### src/rtl/flux_write_arbiter.sv
// Purpose: per-flux one-word holding registers feeding a round-robin arbiter that drives one tagged FIFO write stream.
// Latency: 2 cycles minimum from acceptance to write=1 (load edge, then grant edge).
// Backpressure: a full flux is never granted, so its held word blocks only that flux's in_ready; other fluxes keep flowing.
//
// Ports:
//   clk       rising-edge clock
//   rst       asynchronous active-low reset
//   in_valid  per-flux producer valid
//   in_data   per-flux payloads, flux i at [i*DATA_WIDTH +: DATA_WIDTH]
//   in_ready  per-flux ready (holding register empty)
//   din       tagged word to the FIFO, {flux id, payload}
//   write     FIFO write strobe, one word per cycle at most
//   full      per-flux full from the FIFO
module flux_write_arbiter #(
    parameter int DATA_WIDTH = 32,
    parameter int FLUX       = 2,
    localparam int FLUX_BITS = $clog2(FLUX)
) (
    input  logic                            clk,
    input  logic                            rst,
    input  logic [FLUX-1:0]                 in_valid,
    input  logic [FLUX*DATA_WIDTH-1:0]      in_data,
    output logic [FLUX-1:0]                 in_ready,
    output logic [DATA_WIDTH+FLUX_BITS-1:0] din,
    output logic                            write,
    input  logic [FLUX-1:0]                 full
);

    logic [FLUX-1:0]       hold_valid;
    logic [DATA_WIDTH-1:0] hold_data [FLUX];
    logic [FLUX_BITS-1:0]  rr_ptr;

    logic [FLUX-1:0]       elig;
    logic                  grant_vld;
    logic [FLUX_BITS-1:0]  grant_idx;
    logic [FLUX_BITS-1:0]  scan_idx;
    logic [FLUX_BITS-1:0]  ptr_next;
    logic [FLUX_BITS-1:0]  din_tag;

    assign din_tag = din[DATA_WIDTH +: FLUX_BITS];

    // Ready depends only on registered state, never on full.
    assign in_ready = ~hold_valid;

    // The FIFO's full flag cannot yet account for the word currently on
    // din, so the flux that owns it sits out this cycle.
    always_comb begin
        elig = '0;
        for (int i = 0; i < FLUX; i++) begin
            elig[i] = hold_valid[i] && !full[i] &&
                      !(write && (din_tag == FLUX_BITS'(i)));
        end
    end

    // Round-robin scan starting at rr_ptr; first eligible flux wins.
    always_comb begin
        grant_vld = 1'b0;
        grant_idx = '0;
        scan_idx  = '0;
        for (int k = 0; k < FLUX; k++) begin
            scan_idx = FLUX_BITS'((int'(rr_ptr) + k) % FLUX);
            if (!grant_vld && elig[scan_idx]) begin
                grant_vld = 1'b1;
                grant_idx = scan_idx;
            end
        end
    end

    // Explicit wrap keeps non-power-of-two FLUX values correct.
    assign ptr_next = (grant_idx == FLUX_BITS'(FLUX - 1)) ? '0 : grant_idx + 1'b1;

    always_ff @(posedge clk or negedge rst) begin
        if (!rst) begin
            hold_valid <= '0;
            for (int i = 0; i < FLUX; i++) begin
                hold_data[i] <= '0;
            end
            write  <= 1'b0;
            din    <= '0;
            rr_ptr <= '0;
        end else begin
            // Loads only land in empty slots and grants only drain full ones,
            // so the two never collide on the same flux.
            for (int i = 0; i < FLUX; i++) begin
                if (in_valid[i] && !hold_valid[i]) begin
                    hold_valid[i] <= 1'b1;
                    hold_data[i]  <= in_data[i*DATA_WIDTH +: DATA_WIDTH];
                end
            end
            if (grant_vld) begin
                write                 <= 1'b1;
                din                   <= {grant_idx, hold_data[grant_idx]};
                hold_valid[grant_idx] <= 1'b0;
                rr_ptr                <= ptr_next;
            end else begin
                // din keeps its last word; only the strobe drops.
                write <= 1'b0;
            end
        end
    end

endmodule
### config.mk
export PLATFORM = sky130hd
export DESIGN_NAME = flux_write_arbiter
export DESIGN_NICKNAME = d
export VERILOG_FILES = /design/src/rtl/flux_write_arbiter.sv
export SDC_FILE = /design/constraint.sdc
export NUM_CORES = 1
export LEC_CHECK = 0
export ABC_AREA = 1
export BUFFER_PORTS_ARGS = -buffer_cell sky130_fd_sc_hd__buf_4
export CORE_AREA = 2 2 94 96
export DETAILED_ROUTE_END_ITERATION = 8
export DIE_AREA = 0 0 96 98
export PLACE_DENSITY_LB_ADDON = 0.05
export SETUP_SLACK_MARGIN = 0.5
export SYNTH_ARGS = -nofsm -noshare
export SYNTH_HDL_FRONTEND = slang
export SYNTH_SLANG_ARGS = --single-unit
### constraint.sdc
create_clock -name clk -period 1.6 [get_ports clk]
set_input_delay 0.16 -clock clk [delete_from_list [all_inputs] [get_ports clk]]
set_output_delay 0.16 -clock clk [all_outputs]
set_load 0.1 [all_outputs]
# Word level (Yosys, flattened, before mapping)
# Cells that the tools add are included.
[classes]
n_addsub = 2
n_lt_le_gt_ge = 5
mux = 18
bitwise = 5
reduce_logical = 17
[op_table]
columns = ["cell", "count"]
rows = [
  ["$mux 32", 3],
  ["$mux 1", 13],
  ["$logic_and 1x1->1", 10],
  ["$logic_not 1->1", 7],
  ["$lt 1x2->1 const B", 3],
  ["$not 2->2", 2],
  ["$add 1x1->1 const B", 2],
  ["$and 2x2->2", 1],
  ["$ge 2x2->1 const B", 1],
  ["$mux 2", 1],
  ["$not 1->2", 1],
  ["$demux 1 s1", 1],
  ["$ge 1x1->1 const B", 1],
  ["$not 1->1", 1],
]
[word_totals]
ff_bits = 101
output_inout_bits = 36
elab_cells = 53

# Logic depth before layout (Yosys ltp)
[depth]
word_depth = 17
mapped_depth = 8
depth_no_buf = 7

# Worst setup path before layout
# No wires, ideal clock.
[synth_path]
path_kind = "flip-flop to flip-flop"
startpoint = "reg hold_valid[1]"
endpoint = "reg hold_data[10] (netlist name)"
setup_time_ns = 0.128
arrival_time_ns = 1.792
t_required_ns = 1.472
setup_slack_ns = -0.319
path_stages_with_launch = 5
n_path_buf = 1
period_less_slack_ns = 1.919
cell_sequence = "dfrtp_1 inv_1 nand2_1 buf_4 mux2_1"
[synth_via]
elab_chain_cells = 2
[synth_rtl]
columns = ["element", "line_no", "rtl"]
rows = [
  ["start: declaration", "29", "logic [FLUX-1:0] hold_valid;"],
  ["start signal: assignment", "74", "hold_valid <= '0;"],
  ["start signal: indexed assignment", "86", "hold_valid[i] <= 1'b1;"],
  ["start signal: indexed assignment", "93", "hold_valid[grant_idx] <= 1'b0;"],
  ["$logic_not 1->1", "85", "if (in_valid[i] && !hold_valid[i]) begin"],
  ["$logic_and 1x1->1", "85", ""],
  ["end signal: indexed assignment", "87", "hold_data[i] <= in_data[i*DATA_WIDTH +: DATA_WIDTH];"],
  ["end: declaration", "30", "logic [DATA_WIDTH-1:0] hold_data [FLUX];"],
]
# No other way between the ends.
# A chain may end at the register's enable or synchronous reset.

# Worst setup path in the final report
[layout_path]
startpoint = "reg hold_valid[0]"
endpoint = "reg din[31]"
[layout_via]
elab_chain_cells = 12
word_cells_on_any_way = 16
cone_classes = "mux (11); bitwise (1); reduce/logical (4)"
[layout_rtl]
columns = ["element", "line_no", "rtl"]
rows = [
  ["$logic_and 1x1->1 (*) (2 in series)", "50", "elig[i] = hold_valid[i] && !full[i] &&"],
  ["$mux 1 (implied by the code) (2 in series)", "62", "if (!grant_vld && elig[scan_idx]) begin"],
  ["$mux 1", "62", ""],
  ["$logic_not 1->1", "62", ""],
  ["$logic_and 1x1->1", "62", ""],
  ["$mux 1", "62", ""],
  ["$not 1->2 (implied by the code)", "92", "din <= {grant_idx, hold_data[grant_idx]};"],
  ["$mux 32 (implied by the code) (3 in series)", "92", ""],
  ["end signal: assignment", "92", ""],
  ["end: declaration", "24", "output logic [DATA_WIDTH+FLUX_BITS-1:0] din,"],
]
# Mark *: on every way between the ends. The rest lies on a longest branch, timed or not. The select of a mux whose other input is x is not followed.

==> run_results.csv <==
group,metric,value,unit
hold_path,hold_depth,2,
logic_synthesis,syn_nets,474,
global_route,grt_antenna_before_repair,0,
timing,finalSetupTns,0,ns
timing,setup_violations,0,
placed_design,dp_hpwl,6677,um
layout,drive_gt1_share,49.00,%
global_route,first_global_vias,3629,
setup_path,start_kind,"flop",
timing,timing_hold_violations_final,0,
hold_path,hold_class,"in2reg",
logic_synthesis,syn_area_per_cell,10.83,sq um
clocking,clk_latency,0.37,ns
clocking,clk_path_buf_depth,2,
timing,clock_skew,0.01193,ns
layout,diodes,0,
clocking,htree_levels,3,
placed_design,dp_cells,606,
layout,finalNonFillerCells,659,
route,wl_met2,6713,um
global_route,grt_pass1_wl,19180,um
logic_synthesis,synth_largest_area_cell,"dfrtp_1",
clocking,cts.sinks,101,
global_route,grt-ovfl-total,0,
clocking,cts-root-buf,"clkbuf_8",
logic_synthesis,synthCells,404,
layout,layout_common_cells,"99 x dfrtp_1, 86 x buf_4, 78 x nand3_1",
global_route,grt_max_degree,39,
setup_path,arrival,1.79,ns
route,drt-pass1-iter-count,4,
hold_path,hold_start,"in_data[9]",
logic_synthesis,synth_sequential_area_ratio,57.76,%
run,max_cap_viol_count,0,
floorplan,die_area,0.009408,sq mm
timing,rsz0062_at_grt,"yes",
route,dr.first_iter.drc_count,216,
setup_path,endpoint_kind,"flop",
route,vias_per_cell,5.440,
setup_path,critPathMaxFanout,18,
route,dr_wl_met3,921,um
timing,finalCritPeriodShare,93.25,%
layout,num-nets-final,616,
route,wirelength,13330,um
route,drc_errors,0,
setup_path,crit_start,"hold_valid[0]",
clocking,cts_tree,"done",
setup_path,reg2reg_slack,0.11,ns
floorplan,start_util,51.68,%
floorplan,die_w,96,um
global_route,track_usage,27.27,%
setup_path,critical_path_class,"reg2reg",
setup_path,required,1.90,ns
timing,holdWs,0.01140,ns
logic_synthesis,ys_types,17,
logic_synthesis,synth_top_area_share,57.76,%
layout,area_growth,58.82,%
setup_path,r2r-start,"hold_valid[0]",
route,topRoutingLayerUsed,"met4",
route,met1_length,5419,um
floorplan,die_h,98,um
logic_synthesis,yosysWarnings,0,
timing,slew_viol_final,0,
logic_synthesis,synth-seq-cells,101,
logic_synthesis,netlist_area,0.004375,sq mm
hold_path,hold_end,"hold_data[41]",
outcome,status,"finished clean",
timing,period_minus_slack,1.492,ns
logic_synthesis,synth_area_leaders,"dfrtp_1 58%, mux2_2 14%, nand3_1 11%, nand2_1 5.9%, inv_1 3.2%",
floorplan,ios,106,
setup_path,r2r-end,"din[31]",
layout,mostFrequentLayoutCell,"dfrtp_1",
floorplan,core,0.008466,sq mm
clocking,cts_inserted_buffers,9,
setup_path,r2r_cells,7,
timing,worstMarginPinSlew,0.4082,ns
timing,max_freq,0.6702,GHz
placed_design,dp_slack,0.2144,ns
timing,maxSlewHeadroom,72.79,%
clocking,clk_pin_slew,0.10,ns
timing,fin_ws,0.1079,ns
placed_design,port_buffers,105,
floorplan,rows,34,
placed_design,globalplace.congestion,0.8265,
route,wl_per_cell,20.23,um
route,antenna_left,0,
route,dr_total_vias,3585,
## layout make-up
| class | instances | area [sq um] |
|---|---|---|
| clock buffers | 11 | 151.4 |
| clock inverters | 5 | 58.81 |
| fillers | 471 | 1516 |
| inverters | 38 | 151.4 |
| multi-input cells | 245 | 2037 |
| flip-flops and latches | 101 | 2535 |
| well taps | 108 | 135.1 |
| repair buffers | 151 | 1881 |
## metrics by stage
stage,area (sq um),utilization [%]
finish,6949,82.09
global route,6949,82.09
CTS,6509,76.88
detailed placement,5368,63.41
global placement,5368,63.41
floorplan,4494,-
## layer usage
| metal | global-route usage (%) | vias up |
|---|---|---|
| li1 | - | 1633 |
| met4 | 7.912 | 0 |
| met5 | 0 | - |
| met3 | 6.173 | 25 |
| met2 | 44.28 | 135 |
| met1 | 36.60 | 1792 |
## what timing repair did
action / in CTS / in global routing
setup buffers: 9 / 12
hold buffers: 2 / 2
hold endpoints to repair: 27 / 2
pin swaps: 5 / 16
resized for setup: 163 / 55
setup endpoints to repair: 137 / 137
gates cloned: 7 / 5
## critical path, cell delays in order (launching register included)
cell      delay (ns)
dfrtp_1         0.42
clkinv_4        0.10
nor2_4          0.17
nand3_4         0.15
buf_12          0.16
nand2_8         0.14
nand3_1         0.15
nand2_1         0.12
## synthesized netlist by cell type (all sizes together)
cell,instances
dfrtp,101
nand3,98
nand2,72
mux2,64
inv,38
buf,24
nor2,3
o21ai,2
a21oi,1
o21a,1
## kinds of logic after synthesis
family	after synthesis	share of synthesized area (%)
AO/OA/AOI/OAI	4	0.5147
buffers and inverters	62	6.863
flip-flops	101	57.76
multiplexers	64	16.47
AND/OR/NAND/NOR	173	18.39
## flip-flops by register name (all words and copies together) (netlist names)
name        flops
din            33
hold_data      64
hold_valid      2
rr_ptr          1
write           1
## how the worst max path moves through the flow
stage                         end  slack, ns
floorplan           hold_data[13]      -0.13
global placement          din[17]       0.25
detailed placement         din[5]       0.21
CTS                   in_ready[1]       0.21
global route              din[31]       0.05
finish                    din[31]       0.11
Power is left out: the tool's default activity adds up to more than one toggle a clock period on the data nets, which glitch-free logic cannot reach.
